**src/rtl/u110_bus_arbiter.sv**
```systemverilog
// U110 68040 local-bus arbiter: CPU parked owner, round-robin PCI requesters.
// Optional grant timeout is built when U110_ARB_TIMEOUT_EN is defined.
module u110_bus_arbiter #(
  parameter int NUM_REQ = 4,
  parameter int TIMEOUT = 16
) (
  input  logic               CLK40,
  input  logic               RESET,
  input  logic [NUM_REQ-1:0] REQn,
  input  logic               BBn,
  output logic               BGn,
  output logic [NUM_REQ-1:0] GNTn,
  output logic               PCI_OWNER,
  output logic               ARB_TO
);
  localparam int IDXW = (NUM_REQ > 1) ? $clog2(NUM_REQ) : 1;

  typedef enum logic [2:0] {
    CPU_OWN,
    CPU_REL,
    GRANT,
    MASTER_OWN,
    MASTER_REL
  } state_t;

  state_t             state_q;
  logic [IDXW-1:0]    w_q;
  logic [IDXW-1:0]    last_q;
  logic               bgn_q;
  logic [NUM_REQ-1:0] gntn_q;
  logic               pci_q;
  logic               to_q;

  logic [IDXW-1:0]    sel;
  logic               sel_valid;
  logic [NUM_REQ-1:0] sel_gntn;
  logic               timeout_hit;
  int                 scan_idx;
  logic [IDXW-1:0]    scan_pos;

  if (NUM_REQ < 1 || NUM_REQ > 8 || TIMEOUT < 2 || TIMEOUT > 255) begin : g_bad_cfg
    $error("u110_bus_arbiter: NUM_REQ or TIMEOUT out of range");
  end

  // Scan farthest-first so the nearest requester after last_q is the final assignment.
  always_comb begin
    sel       = last_q;
    sel_valid = 1'b0;
    scan_idx  = 0;
    scan_pos  = '0;
    for (int i = NUM_REQ; i >= 1; i--) begin
      scan_idx = int'(last_q) + i;
      if (scan_idx >= NUM_REQ) scan_idx = scan_idx - NUM_REQ;
      scan_pos = IDXW'(scan_idx);
      if (!REQn[scan_pos]) begin
        sel       = scan_pos;
        sel_valid = 1'b1;
      end
    end
  end

  for (genvar gi = 0; gi < NUM_REQ; gi++) begin : g_sel
    assign sel_gntn[gi] = (sel != IDXW'(gi));
  end

`ifdef U110_ARB_TIMEOUT_EN
  localparam logic [7:0] TO_LAST = 8'(TIMEOUT - 1);
  logic [7:0] cnt_q;

  // Held at zero outside GRANT, so every grant starts counting from zero.
  always_ff @(posedge CLK40) begin
    if (RESET) begin
      cnt_q <= '0;
    end else if (state_q != GRANT) begin
      cnt_q <= '0;
    end else if (BBn && (cnt_q != 8'hFF)) begin
      cnt_q <= cnt_q + 8'd1;
    end
  end

  assign timeout_hit = BBn && (cnt_q == TO_LAST);
`else
  assign timeout_hit = 1'b0;
`endif

  always_ff @(posedge CLK40) begin
    if (RESET) begin
      state_q <= CPU_OWN;
      w_q     <= '0;
      last_q  <= IDXW'(NUM_REQ - 1);
      bgn_q   <= 1'b0;
      gntn_q  <= '1;
      pci_q   <= 1'b0;
      to_q    <= 1'b0;
    end else begin
      to_q <= 1'b0;
      case (state_q)
        CPU_OWN: begin
          if (!(&REQn)) begin
            state_q <= CPU_REL;
            bgn_q   <= 1'b1;
          end
        end
        CPU_REL: begin
          if (BBn) begin
            if (sel_valid) begin
              state_q <= GRANT;
              w_q     <= sel;
              last_q  <= sel;
              gntn_q  <= sel_gntn;
              pci_q   <= 1'b1;
            end else begin
              state_q <= CPU_OWN;
              bgn_q   <= 1'b0;
            end
          end
        end
        GRANT: begin
          // A withdrawn request beats the bus being taken in the same cycle.
          if (REQn[w_q]) begin
            state_q <= MASTER_REL;
            gntn_q  <= '1;
          end else if (!BBn) begin
            state_q <= MASTER_OWN;
          end else if (timeout_hit) begin
            state_q <= MASTER_REL;
            gntn_q  <= '1;
            to_q    <= 1'b1;
          end
        end
        MASTER_OWN: begin
          if (REQn[w_q]) begin
            state_q <= MASTER_REL;
            gntn_q  <= '1;
          end
        end
        MASTER_REL: begin
          if (BBn) begin
            if (sel_valid) begin
              state_q <= GRANT;
              w_q     <= sel;
              last_q  <= sel;
              gntn_q  <= sel_gntn;
            end else begin
              state_q <= CPU_OWN;
              bgn_q   <= 1'b0;
              pci_q   <= 1'b0;
            end
          end
        end
        default: begin
          state_q <= CPU_OWN;
          bgn_q   <= 1'b0;
          gntn_q  <= '1;
          pci_q   <= 1'b0;
        end
      endcase
    end
  end

  assign BGn       = bgn_q;
  assign GNTn      = gntn_q;
  assign PCI_OWNER = pci_q;
  assign ARB_TO    = to_q;
endmodule

```
**config.mk**
```make
export PLATFORM = sky130hd
export DESIGN_NAME = u110_bus_arbiter
export DESIGN_NICKNAME = d
export VERILOG_FILES = /design/src/rtl/u110_bus_arbiter.sv
export SDC_FILE = /design/constraint.sdc
export NUM_CORES = 1
export LEC_CHECK = 0
export CORE_MARGIN = 1
export CORE_UTILIZATION = 52
export DETAILED_ROUTE_END_ITERATION = 10
export HOLD_SLACK_MARGIN = 0.1
export PLACE_DENSITY_LB_ADDON = 0.3
export RECOVER_POWER = 25
export SYNTH_ARGS = -nofsm -noshare
export SYNTH_HDL_FRONTEND = slang
export SYNTH_SLANG_ARGS = --single-unit
```
**constraint.sdc**
```tcl
create_clock -name CLK40 -period 3.87 [get_ports CLK40]
set_input_delay 0.774 -clock CLK40 [delete_from_list [all_inputs] [get_ports CLK40]]
set_output_delay 0.774 -clock CLK40 [all_outputs]
set_load 0.03 [all_outputs]
```
==> results.sh, run 1 <==
export IMPL_slew_viol_final=0
export IMPL_dp_hpwl_um=985.8
export IMPL_cellLeakagePower_uw=0.0003020
export IMPL_viasPerCell=5.752
export IMPL_r2r_start="state_q[0]"
export IMPL_cts_buffers=3
export IMPL_netlist_area_um2=706.9
export IMPL_cts_resized=0
export IMPL_comb_power_share_pct=25.2
export IMPL_hp_class="reg2reg"
export IMPL_core_um2=1186
export IMPL_root_buffer="clkbuf_4"
export IMPL_cts_tree="yes"
export IMPL_synthesis_instances=89
export IMPL_p_sw_share_pct=31.27
export IMPL_yosys_top_cells_area="dfxtp_1, a21oi_1, nor3_1"
export IMPL_nets=107
export IMPL_port_buffers=12
export IMPL_p_int_uw=218.8
export IMPL_required_ns=4.00
export IMPL_drt_pass1_iter_count=4
export IMPL_synth_top_area_share_pct=36.81
export IMPL_first_global_vias=506
export IMPL_timing_rr_end="last_q[1]"
export IMPL_met2_length_um=616
export IMPL_drtIter0Drc=14
export IMPL_startpoint="REQn[1]"
export IMPL_worst_ep_arrival_time_ns=2.51
export IMPL_p_clk_share_pct=25.7
export IMPL_yosysWarnings=0
export IMPL_antenna_cells=0
export IMPL_tns_ns=0
export IMPL_dieArea_um2=1511
export IMPL_die_w_um=38.87
export IMPL_slew_headroom_pct=63.88
export IMPL_num_rows=12
export IMPL_io_pins=14
export IMPL_syn_to_final_growth_pct=18.23
export IMPL_r2r_setup_slack_ns=2.21
export IMPL_skew_ns=0.002346
export IMPL_route_detailed_drc=0
export IMPL_layout_commonest_cell="dfxtp_1"
export IMPL_ys_types=33
export IMPL_rr_worst_depth=3
export IMPL_hold_viol=0
export IMPL_status="completed"
export IMPL_grt_max_degree=16
export IMPL_rsz0062_at_grt="no"
export IMPL_power_share_sequential_pct=49.1
export IMPL_grt_util_all_layers_pct=21.18
export IMPL_top_layer_used="met4"
export IMPL_avgSynthCellArea_um2=7.943
export IMPL_drv_cap=0
export IMPL_switching_power_uw=99.51
export IMPL_fp_dieH_um=38.87
export IMPL_via_count=650
export IMPL_clk_pin_slew_ns=0.08
export IMPL_clockBufferDepth=2
export IMPL_cts_htree_levels=1
export IMPL_ctsHoldBuffers=0
export IMPL_p_per_area_nw_per_um2=380.8
export IMPL_crit_path_end="GNTn[1]"
export IMPL_grt_overflow_total=0
export IMPL_clk_latency_ns=0.27
export IMPL_place_gp_congestion=0.8644
export IMPL_critPathLaunchType="input port"
export IMPL_wl_per_cell_um=11.91
export IMPL_grt_pass1_wl_um=2166
export IMPL_worst_setup_path_type="in2reg"
export IMPL_max_freq_ghz=0.4198
export IMPL_layout_setup_ws_ns=1.488
export IMPL_crit_fanout=8
export IMPL_post_route_period_util_pct=61.55
export IMPL_ys_seq_area_share_pct=36.81
export IMPL_critPathCaptureType="flop"
export IMPL_finalPower_uw=318.3
export IMPL_layout_drive_gt1_share_pct=6.061
export IMPL_post_cts_buffers=0
export IMPL_mostFrequentLayoutCells="dfxtp_1, a21oi_1, nor2_1"
export IMPL_cts_sinks=13
export IMPL_finalSetupViolations=0
export IMPL_nFillCells=107
export IMPL_drt_wl_total_um=1346
export IMPL_synth_nets=96
export IMPL_ant_nets=0
export IMPL_peakVddDrop_mv=0.3334
export IMPL_min_period_ns=2.382
export IMPL_worstMarginPinSlew_ns=0.5401
export IMPL_post_synth_top_area_cell="dfxtp_1"
export IMPL_wl_met3_um=85
export IMPL_start_util_pct=59.60
export IMPL_grt_antenna_before_repair=0
export IMPL_place_ws_ns=1.284
export IMPL_wl_met1_um=640
export IMPL_ys_ff_latch=13
==> layout make-up <==
type	count	area, um2	area share, %
Clock buffer	4	26.28	3.144
Sequential cell	13	260.3	31.14
Timing Repair Buffer	12	120.1	14.37
Multi-Input combinational cell	66	396.6	47.46
Tap cell	14	17.52	2.096
Inverter	4	15.01	1.796
==> power by group through the flow <==
stage	logic (uW)	registers [uW]	clock network [uW]
finish	80.2	156	81.8
global route	88.7	158	91.4
CTS	80.3	156	84.3
detailed placement	80.1	159	0
global placement	78.9	159	0
floorplan	54.6	162	0
==> synth_stat cells <==
master / n
a2bb2oi_1: 1
a31oi_1: 2
nand3_1: 1
a211o_1: 1
conb_1: 1
dfxtp_1: 13
nand2_1: 5
nor3_1: 8
clkbuf_1: 2
a21oi_1: 12
and4_1: 1
buf_2: 1
nor4_1: 1
o211ai_1: 2
and3_1: 1
a211oi_1: 1
nor2b_1: 3
o21ai_0: 3
buf_4: 3
a41oi_1: 1
mux4_2: 1
nor2_1: 10
or3_1: 1
nor3_2: 1
nand4_1: 2
inv_1: 4
xnor2_1: 1
o21bai_1: 1
mux2i_1: 1
o2bb2ai_1: 1
or4b_1: 1
nand2b_1: 1
a22oi_2: 1
==> registers in the layout, summed over array words and instances, names as in the netlist <==
register and cells:
PCI_OWNER 1, w_q 2, GNTn 4, state_q 3, last_q 2, BGn 1
==> worst max-delay path, cell delays in order <==
cell and delay [ns]:
dlygate4sd3_1 0.62, mux4_2 0.53, nor2_1 0.18, a22oi_2 0.16, nor3_1 0.17, a41oi_1 0.06
==> logic make-up after synthesis <==
group / synth area share, %
AO/OA/AOI/OAI: 23.36
XOR/XNOR: 1.239
buffers and inverters: 7.079
flip-flops: 36.81
multiplexers: 4.602
other: 0.5305
AND/OR/NAND/NOR: 26.37
==> worst min-delay path by stage <==
| stage | from | endpoint | slack (ns) | cells past startpoint |
|---|---|---|---|---|
| after floorplan | w_q[0] | w_q[0] | 0.48 | 2 |
| after global placement | PCI_OWNER | PCI_OWNER | 0.45 | 2 |
| after detailed placement | PCI_OWNER | PCI_OWNER | 0.46 | 2 |
| after CTS | PCI_OWNER | PCI_OWNER | 0.47 | 2 |
| after global routing | PCI_OWNER | PCI_OWNER | 0.51 | 2 |
| final | PCI_OWNER | PCI_OWNER | 0.47 | 2 |
==> metrics by stage <==
stage                     area [um2]  instances  util [%]  hold slack, ns
after floorplan                706.9         89         -          0.4782
after global placement         809.5        109     68.25          0.4540
after detailed placement       809.5        109     68.25          0.4627
after CTS                      835.8        113     70.46          0.4723
after global routing           835.8        113     70.46          0.5070
final                          835.8        113     70.46          0.4676
==> layer usage <==
metal  vias up  track usage, %
li1        341               -
met1       285           26.95
met2        22           32.92
met3         2           8.671
met4         0           5.172
met5         -               0
Power figures use the tool's default switching activity.
==> run 2: changes to the inputs <==
--- a/config.mk
+++ b/config.mk
@@ -5,8 +5,9 @@
 export SDC_FILE = /design/constraint.sdc
 export NUM_CORES = 1
 export LEC_CHECK = 0
+export CORE_ASPECT_RATIO = 1.1
 export CORE_MARGIN = 1
-export CORE_UTILIZATION = 52
+export CORE_UTILIZATION = 44
 export DETAILED_ROUTE_END_ITERATION = 10
 export HOLD_SLACK_MARGIN = 0.1
 export PLACE_DENSITY_LB_ADDON = 0.3
==> constraint.sdc (replaced) <==
create_clock -name CLK40 -period 1.9 [get_ports CLK40]
set_input_delay 0.38 -clock CLK40 [delete_from_list [all_inputs] [get_ports CLK40]]
set_output_delay 0.38 -clock CLK40 [all_outputs]
set_load 0.03 [all_outputs]
==> results.sh, run 2 (synthesized netlist as in run 1, its figures left out) <==
export IMPL_status="completed"
export IMPL_nFillCells=127
export IMPL_crit_path_max_incr_delay_ns=0.56
export IMPL_viasPerCell=5.667
export IMPL_fp_dieH_um=44.04
export IMPL_route_detailed_drc=0
export IMPL_nets=121
export IMPL_mostFrequentLayoutCells="dfxtp_1, a21oi_1, clkdlybuf4s50_1, buf_4, nor2_1"
export IMPL_dpl_instance_area_um2=917.1
export IMPL_cts_htree_levels=1
export IMPL_cts_tree="yes"
export IMPL_p_per_area_nw_per_um2=723.9
export IMPL_core_um2=1436
export IMPL_critPathBufInv=1
export IMPL_antenna_cells=0
export IMPL_post_route_period_util_pct=93.06
export IMPL_holdWs_ns=0.4616
export IMPL_grt_max_degree=13
export IMPL_cts_buffers=3
export IMPL_cts_sinks=13
export IMPL_syn_to_final_growth_pct=34.69
export IMPL_ant_nets=0
export IMPL_finalPower_uw=689.3
export IMPL_die_w_um=40.22
export IMPL_path_delay_family="simple AND/OR/NAND/NOR gates"
export IMPL_ctsHoldBuffers=0
export IMPL_skew_ns=0.0009539
export IMPL_hold_viol=0
export IMPL_post_cts_buffers=0
export IMPL_finalSetupViolations=0
export IMPL_layout_commonest_cell="dfxtp_1"
export IMPL_critPathLaunchType="input port"
export IMPL_layout_drive_gt1_share_pct=19.47
export IMPL_multi_input_area_um2=405.4
export IMPL_port_buffers=12
export IMPL_place_ws_ns=-0.2264
export IMPL_slew_viol_final=0
export IMPL_grt_util_all_layers_pct=21.10
export IMPL_crit_chain="clkdlybuf4s50_1 -> and4_1 -> or4b_4 -> a211o_1"
export IMPL_max_freq_ghz=0.5656
export IMPL_drtIter0Drc=11
export IMPL_hp_class="reg2reg"
export IMPL_dp_hpwl_um=1228
export IMPL_grt_overflow_total=0
export IMPL_drt_pass1_iter_count=4
export IMPL_worst_setup_path_type="in2reg"
export IMPL_root_buffer="clkbuf_4"
export IMPL_grt_antenna_before_repair=0
export IMPL_worst_ep_arrival_time_ns=1.94
export IMPL_cp_slowest_cell="or4b_4"
export IMPL_cellLeakagePower_uw=0.0003763
export IMPL_place_gp_congestion=0.8430
export IMPL_start_util_pct=49.22
export IMPL_first_global_vias=636
export IMPL_wl_per_cell_um=12.36
export IMPL_peakVddDrop_mv=0.5044
export IMPL_regArea_um2=260.3
export IMPL_rsz0062_at_grt="no"
export IMPL_crit_fanout=7
export IMPL_required_ns=2.07
export IMPL_dieArea_um2=1771
export IMPL_largest_register_ffs=4
export IMPL_critPathCaptureType="flop"
export IMPL_via_count=731
export IMPL_clk_pin_slew_ns=0.08
export IMPL_layout_setup_ws_ns=0.1318
export IMPL_clockBufferDepth=2
export IMPL_fin_area_um2=952.2
export IMPL_num_rows=14
export IMPL_min_period_ns=1.768
export IMPL_grt_pass1_wl_um=2518
export IMPL_drv_cap=0
export IMPL_io_pins=14
export IMPL_drt_wl_total_um=1595
export IMPL_clk_latency_ns=0.27
==> run 2: where the power goes <==
part           internal (uW)  leakage (uW)  switching, uW
Clock                   81.4     0.0000150           87.0
Combinational            100      0.000255            107
Sequential               294      0.000107           19.7
Total                    476      0.000376            214
==> run 2: area by class of cell <==
| class | count | share of cell area (%) |
|---|---|---|
| flip-flops and latches | 13 | 27.33 |
| repair buffers | 26 | 23.65 |
| inverters | 4 | 1.577 |
| well taps | 16 | 2.102 |
| clock buffers | 4 | 2.760 |
| multi-input cells | 66 | 42.58 |
==> run 2: per-layer routing <==
metal  wire length (um)  part of all wire, %  vias up  GRT usage, %
li1                   -                    -      372             -
met1                677                   42      340         24.60
met2                830                   52       14         36.45
met3                 55                  3.4        5         3.015
met4                 30                  1.9        0         10.00
met5                  0                    0        -             0
==> run 2: path summary, 6_finish.rpt <==
kind | to | cells after the start | slack (ns) | startpoint
worst min-delay path | PCI_OWNER | 2 | 0.46 | PCI_OWNER
worst min register to register | PCI_OWNER | 2 | 0.46 | PCI_OWNER
worst max-delay path | last_q[1] | 4 | 0.13 | REQn[3]
worst max register to register | GNTn[0] | 5 | 0.32 | w_q[1]
==> run 2: what timing repair did <==
action / in CTS / in global routing
hold endpoints to repair: 0 / 0
resized for setup: 0 / 2
endpoints found under the setup margin: 0 / 4
==> run 2: through the flow <==
stage / TNS, ns / util, % / std cells
after global routing: 0 / 66.29 / 129
final: 0 / 66.29 / 129
after CTS: 0 / 65.68 / 129
after detailed placement: -1.465 / 63.85 / 125
after floorplan: 0 / - / 89
after global placement: -0.8668 / 63.85 / 125
==> run 2: tightest hold or removal path: cells and delay by family, from the launching register on <==
family	cells	cell delay, ns
AOI/OAI and AO/OA	1	0.05
and+or+nand+nor	1	0.05
DFF	1	0.32
==> RTL edit 1 (settings of run 2) <==
The option `U110_ARB_TIMEOUT_EN` is turned on by a define.
--- a/src/rtl/u110_bus_arbiter.sv
+++ b/src/rtl/u110_bus_arbiter.sv
@@ -1,5 +1,7 @@
 // U110 68040 local-bus arbiter: CPU parked owner, round-robin PCI requesters.
 // Optional grant timeout is built when U110_ARB_TIMEOUT_EN is defined.
+`define U110_ARB_TIMEOUT_EN
+
 module u110_bus_arbiter #(
   parameter int NUM_REQ = 4,
   parameter int TIMEOUT = 16
Check against the original RTL: no difference found for any inputs over 10 cycles, from zero or initial values and one cycle with RESET high; that may be too few to reach the edited logic, so the function may still have changed.
==> RTL edit 1 against run 2 <==
  * Design area increased by 70%
  * Critical path depth increased by 1
  * Via count up 64%
  * Synthesized cell count grew 64%
  * Routed wire length up 87%
  * Sequential share of layout area is 0.19 points higher
  * Sequential cell count rose by 9
  * Total power increased to 2.6 times the old value
  * First-iteration DRC count rose to 2.6 times the old value
  * Synthesized area is 74% higher
  * Setup slack worse by 0.12 ns
  * Register-to-register slack lost 0.31 ns
  * Critical path type is now flop to flop
  * Highest routed layer unchanged
==> RTL edit 1: results <==
[power]
power_mw = 1.77
clk-power_uw = 360
maxPowerGroup = combinational cells

[synthesis]
yosys-top-cells-count = nor2_1 (26), dfxtp_1 (22), nand2_1 (10), nand3_1 (10), mux2i_1 (8)
synth_mux_area_frac = 0.0834
synthAdderAreaFrac = 0.0102
synth_seq_area_share = 0.358
syn_nets = 154
avgSynthCellArea_um2 = 8.42
synthXorXnorAreaFrac = 0.0570

[detailed_routing]
num_vias = 1202
wl_met2_um = 1490
drt_wl_total_um = 2980
drtIter0Drc = 29
dr_wl_met3_um = 135

[grt]
grt_usage = 0.198
grt_max_degree = 14
grt_pass1_wl_um = 4540

[setup_path]
crit_slowest_cell = mux4_2
critPathCapture = state_q[1]
worstPathMaxFanout = 4
cp.arrival_ns = 2.16
criticalPathCategory = flop to flop
reg2reg_slack_ns = 0.009

[clocking]
clk_pin_slew_worst_paths_ns = 0.13

[outcome]
status = completed

[placed_design]
port_buffers = 13
dp_hpwl_um = 2100
place_ws_ns = -0.341

[final_layout]
drive_above_1_share = 0.203
instances_no_fill = 213
final.fill_count = 229
ff_latch_area_um2 = 444
largest_register_ffs = 8
fin_nets = 191

[timing]
max_freq_mhz = 529
worst_clock_skew_ns = 0.00700
hold_ws_ns = 0.514

[min_path]
whs_endpoint = BGn
[RTL edit 1: logic make-up (layout without fill, tap and decap cells)]
logic type,after synthesis,after routing
AO/OA/AOI/OAI,26,26
XOR/XNOR,8,8
adder cells (fa/ha/maj),1,1
buffers and inverters,11,47
flip-flops,22,22
multiplexers,9,9
AND/OR/NAND/NOR,69,69
[RTL edit 1: final cells by class]
| type | count | share of cell area |
|---|---|---|
| clock buffer | 3 | 0.0140 |
| clock inverter | 1 | 0.0186 |
| inverter | 6 | 0.0140 |
| multi-input combinational | 113 | 0.453 |
| sequential | 22 | 0.275 |
| tap | 31 | 0.0240 |
| timing repair buffer | 37 | 0.201 |
[RTL edit 1: layer usage]
metal / global-route usage / up-vias
li1: - / 600
met3: 0.0320 / 4
met5: 0 / -
met1: 0.243 / 557
met4: 0.0865 / 0
met2: 0.335 / 41
[RTL edit 1: timing repair]
item,in CTS,in global routing
resized for setup,1,9
setup buffers,0,4
setup endpoints to repair,1,5
pin swaps,1,6
==> RTL edit 2 (flow settings as in run 2) <==
Without the edit above. Encoding of `state_t`: now Gray code (3 bits for 5 states).
--- a/src/rtl/u110_bus_arbiter.sv
+++ b/src/rtl/u110_bus_arbiter.sv
@@ -16,11 +16,11 @@
   localparam int IDXW = (NUM_REQ > 1) ? $clog2(NUM_REQ) : 1;
 
   typedef enum logic [2:0] {
-    CPU_OWN,
-    CPU_REL,
-    GRANT,
-    MASTER_OWN,
-    MASTER_REL
+    CPU_OWN    = 3'b000,
+    CPU_REL    = 3'b001,
+    GRANT      = 3'b011,
+    MASTER_OWN = 3'b010,
+    MASTER_REL = 3'b110
   } state_t;
 
   state_t             state_q;
Formal check against the unedited RTL: no difference found for any inputs over 4 cycles, from zero or initial values and one cycle with RESET high; so few cycles prove little.
==> RTL edit 2 against run 2 <==
  * The run now ends with design-rule violations left
  * Design area rose by 7.5%
  * Setup slack improved by 0.0057 ns
  * Via count increased by 5.3%
  * Total power fell by 2.0%
  * Largest cell class unchanged
  * Routed wire length increased by 7.0%
  * Sequential cell count unchanged
  * Count of clock-buffer cells in the layout did not move
  * Synthesized area rose by 20%
==> RTL edit 2: results <==
[synthesis]
synth_compound_area_frac = 0.293
syn_nets = 103
synthXorXnorAreaFrac = 0
avgSynthCellArea_um2 = 8.86
ys_types = 43
yosys-top-cells-count = dfxtp_1 (13), nor2_1 (8)
synth_seq_area_share = 0.306

[detailed_routing]
dr.pass1.iters = 7
wl_met2_um = 823
dr_wl_met3_um = 62
drt_wl_total_um = 1710
drc_errors = 1
drtIter0Drc = 26
vias_per_cell = 5.79
post_drt_wl_per_cell_um = 12.8

[grt]
gr-usage-met1 = 0.206
met3_usage = 0.0370
grt_usage = 0.184
met2_usage = 0.331
grt_max_degree = 12
grt_pass1_wl_um = 2820
grt_pass1_vias = 701

[min_path]
whs_endpoint = w_q[1]

[setup_path]
crit_slowest_cell = clkdlybuf4s50_1
slowest_delay_ns = 0.49
r2r_start = state_q[2]
worstPathMaxFanout = 4
worst-r2r-cell-count = 4

[final_layout]
drive_above_1_share = 0.174
fin_nets = 123

[outcome]
status = finished with violations
violations = design-rule violations

[placed_design]
dp_hpwl_um = 1310
place_ws_ns = -0.186
dpl-instance-area_um2 = 1010
gp_congestion = 0.801
place_inst = 129

[timing]
hold_ws_ns = 0.513

[power]
vdd_drop_max_v = 0.000417
leakagePower_nw = 0.397
==> RTL edit 2: cell types whose count changed after synthesis, sizes merged, moves of 3 or more <==
cell,change
a21oi,-7
and2b,+3
mux2i,+4
nand2b,+3
nor2b,-3
nor3,-7
==> RTL edit 2: worst max-delay path by stage <==
stage	start	endpoint	slack, ns	cells after the start
global placement	REQn[1]	GNTn[2]	-0.07	5
CTS	REQn[1]	GNTn[0]	0.11	5
finish	REQn[1]	GNTn[0]	0.14	5
floorplan	state_q[2]	GNTn[0]	0.53	5
global route	REQn[1]	GNTn[2]	0.04	5
detailed placement	REQn[1]	GNTn[0]	-0.19	5
==> RTL edit 2: cell type report <==
class / instances / area [um2]
sequential: 13 / 260
timing repair buffer: 22 / 188
fill: 167 / 778
multi-input combinational: 71 / 508
inverter: 5 / 18.8
tap: 18 / 22.5
clock buffer: 4 / 26.3
==> RTL edit 2: report_power, final <==
part,internal [mW],switching [mW]
clock network,0.0815,0.0916
logic,0.0943,0.0919
registers,0.291,0.0248
